===== src/rtl/spi_sclk_gen.sv =====
// spi_sclk_gen -- SPI serial clock generator.
//
// Produces a CPOL-idle serial clock with a half-period of CLK_DIV clk cycles,
// DATA_WIDTH sclk cycles per transfer, and single-cycle strobes marking each
// leading (away from CPOL) and trailing (back to CPOL) sclk transition.
//
// Parameters
//   CLK_DIV    : sclk half-period in clk cycles (1..255)
//   DATA_WIDTH : sclk cycles per transfer (1..32)
//   CPOL       : sclk idle level
// Ports
//   clk        : system clock
//   rst_n      : asynchronous active-low reset
//   start      : transfer request, sampled only while idle
//   abort      : synchronous cancel of a running transfer
//   sclk       : serial clock (registered)
//   lead_edge  : strobe with each sclk transition away from CPOL
//   trail_edge : strobe with each sclk transition back to CPOL
//   busy       : high while a transfer is running
//   done       : one-cycle completion strobe
module spi_sclk_gen #(
  parameter int unsigned CLK_DIV    = 2,
  parameter int unsigned DATA_WIDTH = 8,
  parameter logic        CPOL       = 1'b0
) (
  input  logic clk,
  input  logic rst_n,
  input  logic start,
  input  logic abort,
  output logic sclk,
  output logic lead_edge,
  output logic trail_edge,
  output logic busy,
  output logic done
);

  localparam int unsigned DIV_W  = $clog2(CLK_DIV + 1);
  localparam int unsigned EDGE_W = $clog2(2 * DATA_WIDTH + 1);

  localparam logic [DIV_W-1:0]  DIV_MAX   = DIV_W'(CLK_DIV - 1);
  localparam logic [EDGE_W-1:0] EDGE_LAST = EDGE_W'(2 * DATA_WIDTH);

  localparam logic [1:0] S_IDLE = 2'd0;
  localparam logic [1:0] S_RUN  = 2'd1;
  localparam logic [1:0] S_DONE = 2'd2;

  logic [1:0]        state_q, state_d;
  logic [DIV_W-1:0]  div_q,   div_d;
  logic [EDGE_W-1:0] edge_q,  edge_d;
  logic [EDGE_W-1:0] edge_inc;
  logic              sclk_q,  sclk_d;
  logic              lead_q,  lead_d;
  logic              trail_q, trail_d;
  logic              busy_q,  busy_d;
  logic              done_q,  done_d;

  assign edge_inc = edge_q + EDGE_W'(1);

  always_comb begin
    state_d = state_q;
    div_d   = div_q;
    edge_d  = edge_q;
    sclk_d  = sclk_q;
    lead_d  = 1'b0;
    trail_d = 1'b0;
    done_d  = 1'b0;
    case (state_q)
      S_IDLE: begin
        sclk_d = CPOL;
        // start beats a simultaneous abort here: abort only matters in RUN
        if (start) begin
          state_d = S_RUN;
          div_d   = '0;
          edge_d  = '0;
        end
      end
      S_RUN: begin
        if (abort) begin
          state_d = S_IDLE;
          sclk_d  = CPOL;
          div_d   = '0;
          edge_d  = '0;
        end else if (div_q == DIV_MAX) begin
          // Toggle is registered, so the strobe lines up with the new level.
          div_d  = '0;
          sclk_d = ~sclk_q;
          edge_d = edge_inc;
          // edge_q counts toggles already made: even -> this one is odd (lead)
          if (edge_q[0]) trail_d = 1'b1;
          else           lead_d  = 1'b1;
          if (edge_inc == EDGE_LAST) begin
            state_d = S_DONE;
            done_d  = 1'b1;
          end
        end else begin
          div_d = div_q + DIV_W'(1);
        end
      end
      S_DONE: begin
        // Last trailing toggle already restored CPOL; start/abort ignored.
        state_d = S_IDLE;
        sclk_d  = CPOL;
        div_d   = '0;
        edge_d  = '0;
      end
      default: begin
        state_d = S_IDLE;
        sclk_d  = CPOL;
        div_d   = '0;
        edge_d  = '0;
      end
    endcase
    busy_d = (state_d == S_RUN);
  end

  always_ff @(posedge clk or negedge rst_n) begin
    if (!rst_n) begin
      state_q <= S_IDLE;
      div_q   <= '0;
      edge_q  <= '0;
      sclk_q  <= CPOL;
      lead_q  <= 1'b0;
      trail_q <= 1'b0;
      busy_q  <= 1'b0;
      done_q  <= 1'b0;
    end else begin
      state_q <= state_d;
      div_q   <= div_d;
      edge_q  <= edge_d;
      sclk_q  <= sclk_d;
      lead_q  <= lead_d;
      trail_q <= trail_d;
      busy_q  <= busy_d;
      done_q  <= done_d;
    end
  end

  assign sclk       = sclk_q;
  assign lead_edge  = lead_q;
  assign trail_edge = trail_q;
  assign busy       = busy_q;
  assign done       = done_q;

endmodule


===== config.mk =====
export PLATFORM = sky130hd
export DESIGN_NAME = spi_sclk_gen
export DESIGN_NICKNAME = d
export VERILOG_FILES = /design/src/rtl/spi_sclk_gen.sv
export SDC_FILE = /design/constraint.sdc
export NUM_CORES = 1
export LEC_CHECK = 0
export BUFFER_PORTS_ARGS = -buffer_cell sky130_fd_sc_hd__buf_2
export CAP_MARGIN = 30
export CORE_AREA = 2 2 39 41
export CTS_CLUSTER_SIZE = 16
export DETAILED_ROUTE_END_ITERATION = 10
export DIE_AREA = 0 0 41 43
export PLACE_DENSITY = 0.7
export SLEW_MARGIN = 30
export SYNTH_ARGS = -nofsm -noshare
export SYNTH_HDL_FRONTEND = slang
export SYNTH_SLANG_ARGS = --single-unit

===== constraint.sdc =====
create_clock -name clk -period 3.8 [get_ports clk]
set_input_delay 0.57 -clock clk [delete_from_list [all_inputs] [get_ports clk]]
set_output_delay 0.57 -clock clk [all_outputs]
set_load 0.005 [all_outputs]

# Word-level counts from Yosys, hierarchy flattened
# Index checks and enable logic that the tools add are counted.
# word_totals
ff_bits,14
in_bits,4
# op_classes
addsub,2
n_eq_ne,6
mux,28
bitwise_logic,1
reduce_logical,2
# ops
operator,count
$mux 1,15
$mux 5,3
$mux 2,7
$pmux 5 s2,1
$pmux 2 s2,2
$eq 2x1->1 const B,3
$add 5x1->5 const B,1
$eq 5x5->1 const B,1
$ne 3x3->1 const B,1
$add 2x1->2 const B,1
$logic_not 2->1,1
$ne 2x2->1 const B,1
$reduce_and 2->1,1
$not 1->1,1

# Longest topological paths before layout
# depth
ltp_word,7
mapped_depth,4

# Worst setup path before layout
# Ideal clock, no wire load.
# synth_timing
path_kind,input port to flip-flop
start,in abort
end,"reg busy_q, in the netlist busy"
arrival_ns,1.220
required_ns,3.710
setup_slack_ns,2.490
path_stages,3
path_buffers,0
cell_sequence,or3b_4 > a31o_1 > o221ai_1
# synth_via
elab_chain_cells,3
# synth_lines
item,line_no,text
"start, declared",29,"input logic abort,"
$mux 2,78,if (abort) begin
$pmux 2 s2,67,case (state_q)
$eq 2x1->1,113,busy_d = (state_d == S_RUN);
named net busy_d,54,"logic busy_q, busy_d;"
"end signal, assigned",133,busy_q <= busy_d;
"end, declared",54,
# The timed path passes the listed nets, and every way through them passes these cells.
# A chain may end at the register's enable or synchronous reset.

# Final worst setup path
# layout_timing
start,"reg sclk_q, in the netlist sclk"
end,out sclk
# layout_lines
item,line_no,text
"start, declared",51,"logic sclk_q, sclk_d;"
"start signal, assigned",130,sclk_q <= sclk_d;
"end, declared",30,"output logic sclk,"
# No word-level cell between the ends.

==> summary.json <==
{
  "port_buffers": {"value": 8},
  "clock_latency": {"value": 0.28, "unit": "ns"},
  "timing.rr.end": {"value": "state_q[0]$_DFF_PN0_"},
  "crit_path_max_fanout": {"value": 2},
  "count_of_cells_resized_by_post_cts_repair": {"value": 0},
  "area_growth_syn_to_layout": {"value": 11.1, "unit": "%"},
  "yosys_warnings": {"value": 0},
  "antenna_found_initial": {"value": 0},
  "clock-sinks": {"value": 14},
  "critPathSlowestCell": {"value": "sky130_fd_sc_hd__dfrtp_1"},
  "fin_worst_hold_slack": {"value": 0.169, "unit": "ns"},
  "synth_fp_nets": {"value": 65},
  "detailedRoute.firstPassIterationCount": {"value": 5},
  "clk_pin_slew": {"value": 0.07, "unit": "ns"},
  "crit_buf_inv": {"value": 1},
  "post-route-drc-count": {"value": 0},
  "grt_pass1_vias": {"value": 471},
  "critPathKind": {"value": "register to primary output"},
  "path_cells": {"value": "buf_2"},
  "layout_min_cycle_time": {"value": 1.37, "unit": "ns"},
  "die_area": {"value": 1760, "unit": "um^2"},
  "final_critical_path_share_of_the_clock_period": {"value": 36.1, "unit": "%"},
  "synth_area_per_cell": {"value": 10.9, "unit": "um^2"},
  "rsz0062_at_grt": {"value": "no"},
  "starting_density_of_the_core": {"value": 47.3, "unit": "%"},
  "ant_nets": {"value": 0},
  "worstRegToRegCells": {"value": 3},
  "synth.top_cells.by_area": {"value": "sky130_fd_sc_hd__dfrtp_1, sky130_fd_sc_hd__xnor2_1, sky130_fd_sc_hd__nand3_1, sky130_fd_sc_hd__and3_1, sky130_fd_sc_hd__inv_1"},
  "yosysTopAreaCell": {"value": "sky130_fd_sc_hd__dfrtp_1"},
  "worst_setup_path_startpoint": {"value": "sclk$_DFFE_PN0P_"},
  "core_area": {"value": 1380, "unit": "um^2"},
  "worst_voltage_drop_across_the_vdd_grid": {"value": 0.000192, "unit": "V"},
  "dp_hpwl": {"value": 865, "unit": "um"},
  "status": {"value": "complete, no violations"},
  "cts-buffers-inserted": {"value": 3},
  "synth.yosys.seq_area_share": {"value": 53.5, "unit": "%"},
  "drt-initial-drc-count": {"value": 15},
  "synthDominantCellAreaShare": {"value": 53.5, "unit": "%"},
  "place.detailed.instances": {"value": 82},
  "cts.repair_timing.setup_buffer_count": {"value": 0},
  "syn_area": {"value": 654, "unit": "um^2"},
  "grt_remaining_overflow": {"value": 0},
  "end_kind": {"value": "primary output"},
  "critical_path_arrival": {"value": 0.80, "unit": "ns"},
  "critical_path.reg2reg.startpoint": {"value": "state_q[1]$_DFF_PN0_"},
  "stdcell_count": {"value": 85},
  "max_cap_viol_count": {"value": 0},
  "postLayoutCoreUtil": {"value": 52.5, "unit": "%"},
  "synth.top_cells.by_count": {"value": "sky130_fd_sc_hd__dfrtp_1, sky130_fd_sc_hd__inv_1, sky130_fd_sc_hd__nor2_1"},
  "vias_per_cell": {"value": 5.52},
  "timing.hold.worst.class": {"value": "primary input to async pin"},
  "max_slew_margin": {"value": 66.4, "unit": "%"},
  "power_density": {"value": 389, "unit": "nW/um^2"},
  "synth-edff-count": {"value": 0},
  "synth.distinct_cells": {"value": 25},
  "cp.depth": {"value": 1},
  "dieHeight": {"value": 43, "unit": "um"},
  "setup-tns-final": {"value": 0, "unit": "ns"},
  "slew_violations": {"value": 0},
  "design.final.nets": {"value": 76},
  "clk_skew": {"value": 0.00146, "unit": "ns"},
  "synth_most_common_cell": {"value": "sky130_fd_sc_hd__dfrtp_1"},
  "total_count_of_hold_check_failures_in_the_final_report": {"value": 0},
  "critPathCapture": {"value": "sclk"},
  "fp-row-count": {"value": 14},
  "chipWidth": {"value": 41, "unit": "um"},
  "ioPinCount": {"value": 9},
  "ys_ff_latch": {"value": 14},
  "post_route_cells_drive_above_1_share": {"value": 20.3, "unit": "%"},
  "cts_root_buf": {"value": "sky130_fd_sc_hd__clkbuf_4"},
  "crit_path_start_kind": {"value": "register"},
  "worstMarginPinSlew": {"value": 0.503, "unit": "ns"},
  "gr-usage-all-layers": {"value": 17.7, "unit": "%"},
  "critical-path-top-delay-family": {"value": "flip-flops"},
  "postSynth.asyncResetShare": {"value": 100, "unit": "%"},
  "grt_first_pass_wirelength": {"value": 2060, "unit": "um"},
  "total_leakage_power": {"value": 0.354, "unit": "nW"},
  "tritoncts": {"value": "done"},
  "worst_path_largest_cell_delay": {"value": 0.39, "unit": "ns"},
  "finalWirelength": {"value": 1150, "unit": "um"},
  "routed_wire_length_per_instance": {"value": 13.6, "unit": "um"},
  "max-clock-path-buffers": {"value": 2},
  "htree_num_levels": {"value": 1},
  "report.final.setup_viol": {"value": 0},
  "grt_max_degree": {"value": 15},
  "yosys_most_used_dff": {"value": "sky130_fd_sc_hd__dfrtp_1"},
  "clock.fmax": {"value": 0.730, "unit": "GHz"},
  "antenna-diode-count": {"value": 0},
  "regToRegSetupSlack": {"value": 2.47, "unit": "ns"},
  "synthesis.instances": {"value": 60},
  "holdBufCountCts": {"value": 0},
  "detailroute.via_count": {"value": 469},
  "critical_path_required": {"value": 3.23, "unit": "ns"},
  "routabilityCongestion": {"value": 0.837}
}
-- per-layer routing --
layer / GRT usage (%) / wire length, um / vias to the layer above
li1: - / - / 227
met1: 23.0 / 499 / 218
met2: 25.6 / 561 / 19
met3: 3.14 / 55 / 5
met4: 12.0 / 35 / 0
met5: 0 / 0 / -
-- how the worst min path moves through the flow --
stage                      from                    end  slack, ns  depth (start not counted)
after global placement    rst_n       sclk$_DFFE_PN0P_       0.48                          1
final                     rst_n       sclk$_DFFE_PN0P_       0.17                          1
after floorplan           rst_n         busy$_DFF_PN0_       0.27                          0
after global routing      rst_n  edge_q[2]$_DFFE_PN0P_       0.18                          1
after detailed placement  rst_n       sclk$_DFFE_PN0P_       0.48                          1
after CTS                 rst_n       sclk$_DFFE_PN0P_       0.18                          1
-- through the flow --
step	area [um^2]	power (mW)	setup WS (ns)
5_1_grt	727	0.301	2.37
4_1_cts	727	0.286	2.42
6_report	727	0.283	2.43
3_5_place_dp	704	0.206	2.32
3_3_place_gp	704	0.205	2.34
2_1_floorplan	654	0.193	2.49
-- layout by cell type (no fill, tap or decap) --
cell                       netlist  final
sky130_fd_sc_hd__nand2_1         1      1
sky130_fd_sc_hd__nand3_1         4      4
sky130_fd_sc_hd__dfrtp_1        14     14
sky130_fd_sc_hd__nor2_1          5      5
sky130_fd_sc_hd__clkbuf_4        0      3
sky130_fd_sc_hd__and2_1          1      1
sky130_fd_sc_hd__nand2b_1        2      2
sky130_fd_sc_hd__o32ai_1         2      2
sky130_fd_sc_hd__xnor2_1         3      3
sky130_fd_sc_hd__inv_1           5      5
sky130_fd_sc_hd__ha_1            1      1
sky130_fd_sc_hd__buf_2           1      8
sky130_fd_sc_hd__o31ai_1         2      2
sky130_fd_sc_hd__o22a_2          1      1
sky130_fd_sc_hd__nor2b_1         1      1
sky130_fd_sc_hd__nand3b_1        2      2
sky130_fd_sc_hd__xor2_1          2      2
sky130_fd_sc_hd__and3_1          3      3
sky130_fd_sc_hd__o221ai_1        2      2
sky130_fd_sc_hd__nor3b_2         1      1
sky130_fd_sc_hd__a21oi_1         1      1
sky130_fd_sc_hd__nor3b_1         2      2
sky130_fd_sc_hd__o21ai_0         1      1
sky130_fd_sc_hd__or3b_4          1      1
sky130_fd_sc_hd__a31o_1          1      1
-- final cells by class --
cell class / instances / area, um^2
fill: 126 / 657
sequential: 14 / 350
multi-input combinational: 39 / 275
timing repair buffer: 8 / 40.0
clock buffer: 3 / 22.5
tap: 16 / 20.0
inverter: 5 / 18.8
-- state kept, by name, indices dropped and copies added (netlist names) --
name        count
lead_edge       1
trail_edge      1
state_q         2
done            1
busy            1
div_q           2
edge_q          5
sclk            1
-- power breakdown --
part           internal, mW  leakage (nW)  switching, mW
registers             0.157         0.190        0.00675
logic                0.0173         0.150         0.0221
clock network        0.0368        0.0138         0.0433
-- kinds of logic (layout without fill, tap and decap cells) --
group,Yosys count,count (layout),synth area share [%]
and+or+nand+nor,23,23,21.4
DFF,14,14,53.5
xor gates and xnor gates,5,5,6.69
buffers and inverters,7,16,4.40
adders and majority gates,1,1,1.91
AOI/OAI and AO/OA,10,10,12.0
Power figures use the tool's default switching activity.
